<file path="src/rtl/serial_frame_receiver.sv">
// Oversampling UART-style receiver: majority-vote bit sampling, false-start
// rejection, and separate parity, framing and break reporting.
module serial_frame_receiver #(
    parameter int OVERSAMPLE = 4,
    parameter int DATA_BITS  = 8,
    parameter int PARITY     = 0,
    parameter int STOP_BITS  = 1
) (
    input  logic                 clk,
    input  logic                 rst_x,
    input  logic                 i_rx,
    output logic [DATA_BITS-1:0] o_data,
    output logic                 o_valid,
    output logic                 o_parity_error,
    output logic                 o_framing_error,
    output logic                 o_break,
    output logic                 o_busy
);

    localparam int PW = $clog2(OVERSAMPLE);
    localparam int M  = OVERSAMPLE / 2;
    localparam logic [PW-1:0] PH_S0   = PW'(M - 1);
    localparam logic [PW-1:0] PH_S1   = PW'(M);
    localparam logic [PW-1:0] PH_DEC  = PW'(M + 1);
    localparam logic [PW-1:0] PH_LAST = PW'(OVERSAMPLE - 1);
    localparam logic [3:0]    DATA_LAST = 4'(DATA_BITS - 1);
    localparam logic [3:0]    STOP_LAST = 4'(STOP_BITS - 1);
    localparam logic          PAR_ODD   = (PARITY == 1);

    typedef enum logic [2:0] {
        IDLE,
        START,
        DATA,
        PAR,
        STOP,
        WAIT_HIGH
    } state_t;

    state_t                 state;
    logic [PW-1:0]          phase;
    logic [3:0]             bit_cnt;
    logic [DATA_BITS-1:0]   shreg;
    logic                   rx_meta;
    logic                   rx_sync;
    logic                   rx_prev;
    logic                   samp0;
    logic                   samp1;
    logic                   par_bit;
    logic                   stop_ok;
    logic                   any_one;

    logic                   maj;
    logic                   decide;
    logic                   wrap;
    logic                   fell;
    logic                   par_exp;

    assign maj     = (samp0 & samp1) | (samp0 & rx_sync) | (samp1 & rx_sync);
    assign decide  = (phase == PH_DEC);
    assign wrap    = (phase == PH_LAST);
    assign fell    = rx_prev & ~rx_sync;
    assign par_exp = (^shreg) ^ PAR_ODD;

    always_ff @(posedge clk or negedge rst_x) begin
        if (!rst_x) begin
            rx_meta <= 1'b1;
            rx_sync <= 1'b1;
            rx_prev <= 1'b1;
        end else begin
            rx_meta <= i_rx;
            rx_sync <= rx_meta;
            rx_prev <= rx_sync;
        end
    end

    always_ff @(posedge clk or negedge rst_x) begin
        if (!rst_x) begin
            state           <= IDLE;
            phase           <= '0;
            bit_cnt         <= '0;
            shreg           <= '0;
            samp0           <= 1'b1;
            samp1           <= 1'b1;
            par_bit         <= 1'b0;
            stop_ok         <= 1'b1;
            any_one         <= 1'b0;
            o_data          <= '0;
            o_valid         <= 1'b0;
            o_parity_error  <= 1'b0;
            o_framing_error <= 1'b0;
            o_break         <= 1'b0;
            o_busy          <= 1'b0;
        end else begin
            o_valid         <= 1'b0;
            o_parity_error  <= 1'b0;
            o_framing_error <= 1'b0;
            o_break         <= 1'b0;
            phase           <= wrap ? '0 : phase + 1'b1;
            if (phase == PH_S0) samp0 <= rx_sync;
            if (phase == PH_S1) samp1 <= rx_sync;

            case (state)
                IDLE: begin
                    if (fell) begin
                        state   <= START;
                        phase   <= '0;
                        bit_cnt <= '0;
                        stop_ok <= 1'b1;
                        any_one <= 1'b0;
                        o_busy  <= 1'b1;
                    end
                end
                START: begin
                    if (decide && maj) begin
                        state  <= IDLE;
                        o_busy <= 1'b0;
                    end else if (wrap) begin
                        state <= DATA;
                    end
                end
                DATA: begin
                    if (decide) begin
                        shreg   <= {maj, shreg[DATA_BITS-1:1]};
                        any_one <= any_one | maj;
                    end
                    if (wrap) begin
                        if (bit_cnt == DATA_LAST) begin
                            bit_cnt <= '0;
                            state   <= (PARITY != 0) ? PAR : STOP;
                        end else begin
                            bit_cnt <= bit_cnt + 1'b1;
                        end
                    end
                end
                PAR: begin
                    if (decide) begin
                        par_bit <= maj;
                        any_one <= any_one | maj;
                    end
                    if (wrap) state <= STOP;
                end
                STOP: begin
                    if (wrap && bit_cnt != STOP_LAST) bit_cnt <= bit_cnt + 1'b1;
                    if (decide && bit_cnt != STOP_LAST) begin
                        stop_ok <= stop_ok & maj;
                        any_one <= any_one | maj;
                    end else if (decide) begin
                        if (!(any_one | maj)) begin
                            o_break <= 1'b1;
                            o_data  <= '0;
                            state   <= WAIT_HIGH;
                        end else begin
                            o_data <= shreg;
                            if (stop_ok & maj) begin
                                o_valid        <= 1'b1;
                                o_parity_error <= (PARITY != 0) && (par_bit != par_exp);
                            end else begin
                                o_framing_error <= 1'b1;
                            end
                            // A start edge landing on this cycle would be lost by the
                            // IDLE edge detector, so it re-arms the frame directly.
                            if (fell) begin
                                state   <= START;
                                phase   <= '0;
                                bit_cnt <= '0;
                                stop_ok <= 1'b1;
                                any_one <= 1'b0;
                            end else begin
                                state  <= IDLE;
                                o_busy <= 1'b0;
                            end
                        end
                    end
                end
                WAIT_HIGH: begin
                    if (rx_sync) begin
                        state  <= IDLE;
                        o_busy <= 1'b0;
                    end
                end
                default: begin
                    state  <= IDLE;
                    o_busy <= 1'b0;
                end
            endcase
        end
    end

endmodule

</file>
<file path="config.mk">
export PLATFORM = sky130hd
export DESIGN_NAME = serial_frame_receiver
export DESIGN_NICKNAME = d
export VERILOG_FILES = /design/src/rtl/serial_frame_receiver.sv
export SDC_FILE = /design/constraint.sdc
export NUM_CORES = 1
export LEC_CHECK = 0
export CORE_MARGIN = 4
export CORE_UTILIZATION = 47
export CTS_CLUSTER_DIAMETER = 200
export DETAILED_ROUTE_END_ITERATION = 10
export GPL_TIMING_DRIVEN = 0
export PLACE_DENSITY = 0.72
export SYNTH_ARGS = -nofsm -noshare
export SYNTH_HDL_FRONTEND = slang
export SYNTH_SLANG_ARGS = --single-unit
</file>
<file path="constraint.sdc">
create_clock -name clk -period 2.2 [get_ports clk]
set_input_delay 0.55 -clock clk [delete_from_list [all_inputs] [get_ports clk]]
set_output_delay 0.55 -clock clk [all_outputs]
set_load 0.02 [all_outputs]
</file>
# --- After elaboration in Yosys (flattened, before gate mapping) ---
# Cells that the tools add are included.
classes:
  n_reduce_logical: 15
  mux: 61
  n_eq_ne: 23
  n_bitwise: 11
  n_addsub: 2
ops:
  columns: ["op", "count"]
  rows:
  - ["two-way mux 4 bit", 8]
  - ["two-way mux 1 bit", 31]
  - ["two-way mux 3 bit", 10]
  - ["inequality test 2 bit, second input constant", 10]
  - ["case mux 3 bit (6 select lines)", 1]
  - ["AND reduction 8 bit", 2]
  - ["case mux 4 bit (3 select lines)", 1]
  - ["two-way mux 2 bit", 5]
  - ["inequality test 3 bit, second input constant", 3]
  - ["AND reduction 3 bit", 3]
  - ["two-way mux 8 bit", 1]
  - ["== test 3 x 2 -> 1 bit, second input constant", 2]
  - ["== test 3 bit, second input constant", 2]
  - ["nonzero test 3 bit", 2]
  - ["bitwise AND 1 bit", 5]
  - ["case mux 1 bit (5 select lines)", 1]
  - ["adder 4 x 1 -> 4 bit, second input constant", 1]
  - ["== test 2 bit, second input constant", 2]
  - ["== test 4 x 3 -> 1 bit, second input constant", 1]
  - ["case mux 2 bit (2 select lines)", 1]
  - ["AND reduction 4 bit", 1]
  - ["nonzero test 4 bit", 1]
  - ["== test 3 x 1 -> 1 bit, second input constant", 1]
  - ["zero test 3 bit", 1]
  - ["other kinds (11)", 16]
word_totals:
  in_bits: 3
  word_cells: 128
  output_inout_bits: 13
  register_bits: 36

# --- Depth between registers and ports, before layout ---
# Gate-level depths: netlist (run 1).
depth:
  depth_word: 9
  depth_mapped: 7
  depth_no_buf: 7

# --- Worst setup path before layout (run 1) ---
# No wires, ideal clock.
synth_path:
  path_kind: "register to register"
  start: "reg phase[0]"
  end: "reg state[1]"
  stages_incl_launch_ff: 7
  path_slack_ns: 0.416
  arrival_time_ns: 1.659
  n_path_buf: 1
  synth_period_minus_slack_ns: 1.784
  t_required_ns: 2.075
  setup_time_ns: 0.125
  path_cell_list: "dfrtp_1 ha_1 buf_2 or2b_1 o31a_1 o211ai_2 mux2_4"
synth_via:
  elab_chain_len: 4
  elab_cells_between_ends: 11
  cone_classes: "eq/ne (6); mux (2); reduce/logical (3)"
synth_lines:
  columns: ["element", "line_no", "rtl"]
  rows:
  - ["start: declaration", "40", "logic [PW-1:0] phase;"]
  - ["start signal: assignment", "98", "phase <= wrap ? '0 : phase + 1'b1;"]
  - ["== test 2 bit *", "59, 60", null]
  - ["logical AND 1 bit, on equally long branches", "114, 144", null]
  - ["inequality test 3 bit (no source line) (tied with other cells)", null, null]
  - ["AND reduction 8 bit (no source line) or case mux 3 bit (6 select lines) (tied branches)", null, null]
  - ["end signal: assignment", "129", "state <= (PARITY != 0) ? PAR : STOP;"]
  - ["end: declaration", "39", "state_t state;"]
# Mark *: on every way between the ends. The rest lies on a longest branch, timed or not.
# A chain may end at the register's enable or synchronous reset.

# --- Worst setup path after layout (run 1) ---
# Ends and elaborated chain as after synthesis.

==> reports/metrics.csv, run 1 <==
stage;metric;value;unit
status;status;complete, no violations;
synthesis;yosysWarnings;0;
finish;drive_gt1_share;25.4;%
sta;setup_tns;0;ns
floorplan;chipHeight;70.5;um
synthesis;async_flop_share;100;%
synthesis;synthTopCellsByArea;dfrtp_1 (41%), dfstp_2 (8.6%), mux2_2 (6.1%), nand2_1 (4.3%), ha_1 (4.1%);
synthesis;synth_top_area_share;40.9;%
cts;clkTransAtPathRegs;0.07;ns
finish;layout.cells.most_common;dfrtp_1;
finish;antenna_cells;0;
critical_path;critPathArrivalTime;2.11;ns
critical_path;critPathCaptureType;flop;
synthesis;netlist-cell-type-count;52;
critical_path;crit_path_start_kind;flop;
synthesis;synth_edf_count;0;
finish;most-common-layout-cells;dfrtp_1 (30), nand2_1 (21), clkdlybuf4s50_1 (13);
synthesis;synth_seq_cells;36;
sta;setup_violations;0;
synthesis;postSynthAreaPerCell;11.3;um2
detailed_routing;ant_nets;0;
cts;cts-root-buf;clkbuf_8;
detailed_routing;drt_pass1_iterations;4;
sta;hold_violations;0;
place;place_area;0.00203;mm2
grt;gr-total-overflow;0;
synthesis;synth_nets;172;
detailed_routing;drc_errors;0;
cts;clk_latency;0.28;ns
hold_path;hold_path.class;in -> async;
place;hpwlAfterDp;2470;um
cts;clockBufferDepth;2;
cts;cts_hold_buf;0;
sta;slew_headroom;47.9;%
pwr;vdd_ir_drop_max;0.660;mV
floorplan;die_x;70.5;um
job;maxCapViolations;0;
grt;grt_max_degree;37;
cts;htreeDepth;2;
cts;cts_resized;0;
detailed_routing;finalWirelength;3360;um
floorplan;start_util;49.4;%
finish;fillCellCount;311;
place;port_buffers;14;
cts;cts_sinks;36;
synthesis;ys.flop_type;dfrtp_1;
detailed_routing;wl_per_cell;14.4;um
sta;worst_pin_slew;0.781;ns
grt;grt_pass1_wl;6070;um
detailed_routing;vias;1250;
synthesis;syn-cell-area;0.00184;mm2
cts;tritoncts;done;
detailed_routing;drt_iter0_drc;75;
synthesis;yosys.area.top_type;dfrtp_1;
cts;postCtsSetupRepairBufs;0;
synthesis;ys_seq_area_share;49.5;%
pwr;power.density;1150;mW/mm2
finish;area_delta_synth_final;16.5;%
sta;whs;0.343;ns
pwr;p_leak;1.00;nW
place;place_congestion;0.952;
critical_path;crit_type;reg -> reg;
sta;fin_worst_skew;0.00516;ns
floorplan;coreArea;0.00372;mm2
sta;finalCriticalPeriod;1.94;ns
sta;grt_setup_unrepaired;false;
sta;post-route-period-util;88.2;%
critical_path;path_max_fanout;10;
floorplan;rows;22;
floorplan;dieArea;0.00497;mm2
sta;report.final.slew_viol_count;0;
floorplan;ioPinCount;16;
finish;multi_input_area;866;um2
cts;cts_buffers;5;
finish;seqCellArea;908;um2
sta;fmax;515;MHz
grt;grtUsageTotal;15.3;%
grt;antenna_found_initial;0;
finish;fin_nets;193;
critical_path;cp.required;2.37;ns
detailed_routing;via_per_inst;5.36;
grt;grt_pass1_vias;1321;
finish;design_area;0.00214;mm2
synthesis;synth_cells;163;
## final timing paths
path                       startpoint  endpoint  slack (ns)  cells past startpoint
setup reg to reg             phase[0]  state[1]        0.26                      6
setup / recovery             phase[0]  state[1]        0.26                      6
hold reg to reg               rx_meta   rx_sync        0.36                      0
hold / removal                  rst_x   o_break        0.34                      1
max in group asynchronous       rst_x    o_busy        1.35                      1
min in group clk              rx_meta   rx_sync        0.36                      0
## final cells by class
type,count,share of cell area (%)
Clock inverter,2,1.64
Multi-Input combinational cell,116,40.5
Sequential cell,36,42.5
Clock buffer,6,3.39
Timing Repair Buffer,14,6.32
Buffer,6,2.05
Tap cell,48,2.81
Inverter,5,0.877
## cells by family (layout without fill, tap and decap cells)
logic type      after synthesis  count (layout)  share of synthesized area, %
fa+ha+maj                     7               7                          4.70
simple gates                 66              66                          21.7
xor+xnor                      1               1                         0.477
flops                        36              36                          49.5
mux                          13              13                          8.31
compound gates               28              28                          11.8
other cells                   1               1                         0.204
buf+inv                      11              33                          3.41
## report_power, final
group          internal, W  switching, W
Clock             0.000336      0.000225
Combinational     0.000443      0.000537
Sequential        0.000806      0.000123
Total              0.00158      0.000884
## worst max-delay path, stage by stage (launching register included)
cell and delay (ns):
dfrtp_1 0.43, ha_1 0.25, buf_2 0.20, or2b_1 0.24, o31a_1 0.12, o211ai_2 0.26
mux2_4 0.33
## state kept, by name, summed over array words and instances, names as in the netlist, 2 cells and up
register and flops:
shreg 8, phase 2, o_data 8, bit_cnt 4, state 3
## layer usage
metal  global-route usage (%)  part of all wire [%]  vias to the layer above
met2                     24.6                    50                       27
met4                     6.38                   1.8                        0
met5                        0                     0                        -
met1                     18.7                    44                      598
met3                     5.47                   4.3                        8
li1                         -                     -                      617
## stage by stage
step	power [W]	utilization (%)	setup slack [ns]	std cells
2_1_floorplan	0.00168	-	0.416	163
3_3_place_gp	0.00188	54.8	-0.145	225
3_5_place_dp	0.00192	54.7	0.274	225
4_1_cts	0.00249	57.6	0.246	233
5_1_grt	0.00265	57.6	0.151	233
6_report	0.00247	57.6	0.260	233
## cells in the mapped netlist, types with 2 or more instances
cell,n
nor2_2,3
a211o_1,2
nor3_1,2
mux2_2,10
and3_1,2
o21ai_0,5
ha_1,6
inv_1,5
dfrtp_1,30
a211oi_1,2
buf_6,2
nand3_1,10
nor2_1,9
a21o_1,4
nand2_1,21
mux2_4,2
dfstp_2,6
a21oi_1,7
buf_2,2
No activity file was read; power rests on OpenSTA's default activity.
==> inputs of run 2 (changes only) <==
--- a/config.mk
+++ b/config.mk
@@ -10,7 +10,8 @@
 export CTS_CLUSTER_DIAMETER = 200
 export DETAILED_ROUTE_END_ITERATION = 10
 export GPL_TIMING_DRIVEN = 0
-export PLACE_DENSITY = 0.72
+export PLACE_DENSITY = 0.78
+export SKIP_LAST_GASP = 1
 export SYNTH_ARGS = -nofsm -noshare
 export SYNTH_HDL_FRONTEND = slang
 export SYNTH_SLANG_ARGS = --single-unit
==> run 2 against run 1 <==
Worst hold slack got worse by 0.0011 ns. Worst setup slack got worse by 0.021 ns. Clock-buffer cell count increased by 1. Flip-flop and latch count unchanged. Global-route usage about the same. Register-to-register slack got worse by 0.02 ns. Utilization increased by 0.50 points. Routed wire length decreased by 0.92%. Sequential share of layout area decreased by 0.37 points. Largest power group unchanged. Highest routed layer unchanged.
==> reports/metrics.csv, run 2 (synthesis gave the netlist of run 1 again) <==
stage;metric;value;unit
floorplan;start_util;49.4;%
sta;fmax;510;MHz
cts;cts_sinks;36;
sta;hold_violations;0;
detailed_routing;wl_per_cell;14.3;um
finish;drive_gt1_share;25.9;%
grt;gr-total-overflow;0;
floorplan;coreArea;0.00372;mm2
detailed_routing;via_per_inst;5.51;
place;place_congestion;0.924;
finish;area_delta_synth_final;17.5;%
detailed_routing;drt_iter0_drc;52;
hold_path;hold_path.class;in -> async;
floorplan;dieArea;0.00497;mm2
finish;fin_nets;193;
detailed_routing;route.met2.wl;1630;um
cts;htreeDepth;2;
sta;worst_pin_slew;0.784;ns
place;port_buffers;14;
detailed_routing;ant_nets;0;
place;place_area;0.00203;mm2
critical_path;path_max_fanout;10;
floorplan;rows;22;
finish;most-common-layout-cells;dfrtp_1 (30), nand2_1 (21), clkdlybuf4s50_1 (13);
cts;tritoncts;done;
floorplan;ioPinCount;16;
finish;fin_cells;233;
pwr;p_leak;1.01;nW
cts;cts_buffers;5;
detailed_routing;drc_errors;0;
grt;grt_pass1_vias;1311;
sta;post-route-period-util;89.1;%
critical_path;cp.required;2.37;ns
sta;slew_headroom;47.7;%
cts;clockBufferDepth;2;
detailed_routing;drt_pass1_iterations;4;
cts;postCtsSetupRepairBufs;0;
floorplan;die_x;70.5;um
finish;largestRegisters;o_data x8, shreg x8, bit_cnt x4;
critical_path;crit_path_start_kind;flop;
finish;layout.cells.most_common;dfrtp_1;
sta;report.final.slew_viol_count;0;
place;hpwlAfterDp;2450;um
grt;antenna_found_initial;0;
cts;cts-root-buf;clkbuf_8;
sta;fin_worst_skew;0.00396;ns
finish;final_util;58.1;%
grt;grt_max_degree;37;
status;status;complete, no violations;
detailed_routing;vias;1283;
sta;grt_setup_unrepaired;false;
cts;clk_latency;0.29;ns
finish;antenna_cells;0;
sta;finalCriticalPeriod;1.96;ns
critical_path;crit_buf_inv;1;
grt;grtUsageTotal;15.3;%
finish;design_area;0.00216;mm2
critical_path;critPathArrivalTime;2.13;ns
sta;setup_violations;0;
cts;clkTransAtPathRegs;0.07;ns
critical_path;crit_type;reg -> reg;
pwr;power.density;1180;mW/mm2
finish;fillCellCount;328;
critical_path;critPathCaptureType;flop;
detailed_routing;drt-met1-wl;1430;um
critical_path;cpPeakStageDelay;0.43;ns
critical_path;crit_slowest_cell;dfrtp_1;
pwr;vdd_ir_drop_max;0.657;mV
detailed_routing;dr_wl_met3;185;um
cts;cts_resized;0;
detailed_routing;finalWirelength;3330;um
place;dpl.cell_count;225;
detailed_routing;top_layer;met4;
job;maxCapViolations;0;
critical_path;critPathTopFamily;flip-flops;
critical_path;path_cells;ha_1 -> buf_2 -> or2b_1 -> o31a_1 -> o211ai_2 -> mux2_4;
floorplan;chipHeight;70.5;um
grt;grt_pass1_wl;5940;um
cts;cts_hold_buf;0;
-- run 2: cell types whose count changed in the layout (fill, tap and decap cells not counted), sizes merged --
| cell | change |
|---|---|
| clkbuf | +1 |
| clkinv | -1 |
-- run 2: stage by stage --
step                hold WS, ns  TNS (ns)  total power, W  worst slack (ns)
floorplan                 0.254         0         0.00168             0.416
global placement          0.345     -3.08         0.00187            -0.104
detailed placement        0.347         0         0.00192             0.256
CTS                       0.358         0         0.00257             0.228
global route              0.360         0         0.00271            0.0990
finish                    0.342         0         0.00254             0.239
-- run 2: where the power goes --
part           switching (W)  total (W)  internal (W)
Sequential          0.000119   0.000925      0.000805
Clock               0.000229   0.000629      0.000400
Combinational       0.000543   0.000987      0.000444
-- run 2: per-layer routing --
layer / global-route usage [%] / vias to the layer above
met2: 25.9 / 33
met3: 3.60 / 9
li1: - / 617
met5: 0 / -
met1: 17.3 / 624
met4: 9.79 / 0
-- run 2: cell type report --
type / count / area [um2] / share of cell area, %
Timing Repair Buffer: 14 / 135 / 6.26
Sequential cell: 36 / 908 / 42.1
Clock buffer: 7 / 96.3 / 4.46
Buffer: 6 / 43.8 / 2.03
Tap cell: 48 / 60.1 / 2.78
Inverter: 5 / 18.8 / 0.870
Clock inverter: 1 / 30.0 / 1.39
Multi-Input combinational cell: 116 / 866 / 40.1
-- run 2: final timing paths --
check	slack, ns	startpoint	to	cells past startpoint
min	0.34	rst_x	o_data[7]	1
max	0.24	phase[0]	state[1]	6
max reg2reg	0.24	phase[0]	state[1]	6
max in group asynchronous	1.37	rst_x	o_data[0]	1
min in group clk	0.36	rx_meta	rx_sync	0
min reg2reg	0.36	rx_meta	rx_sync	0
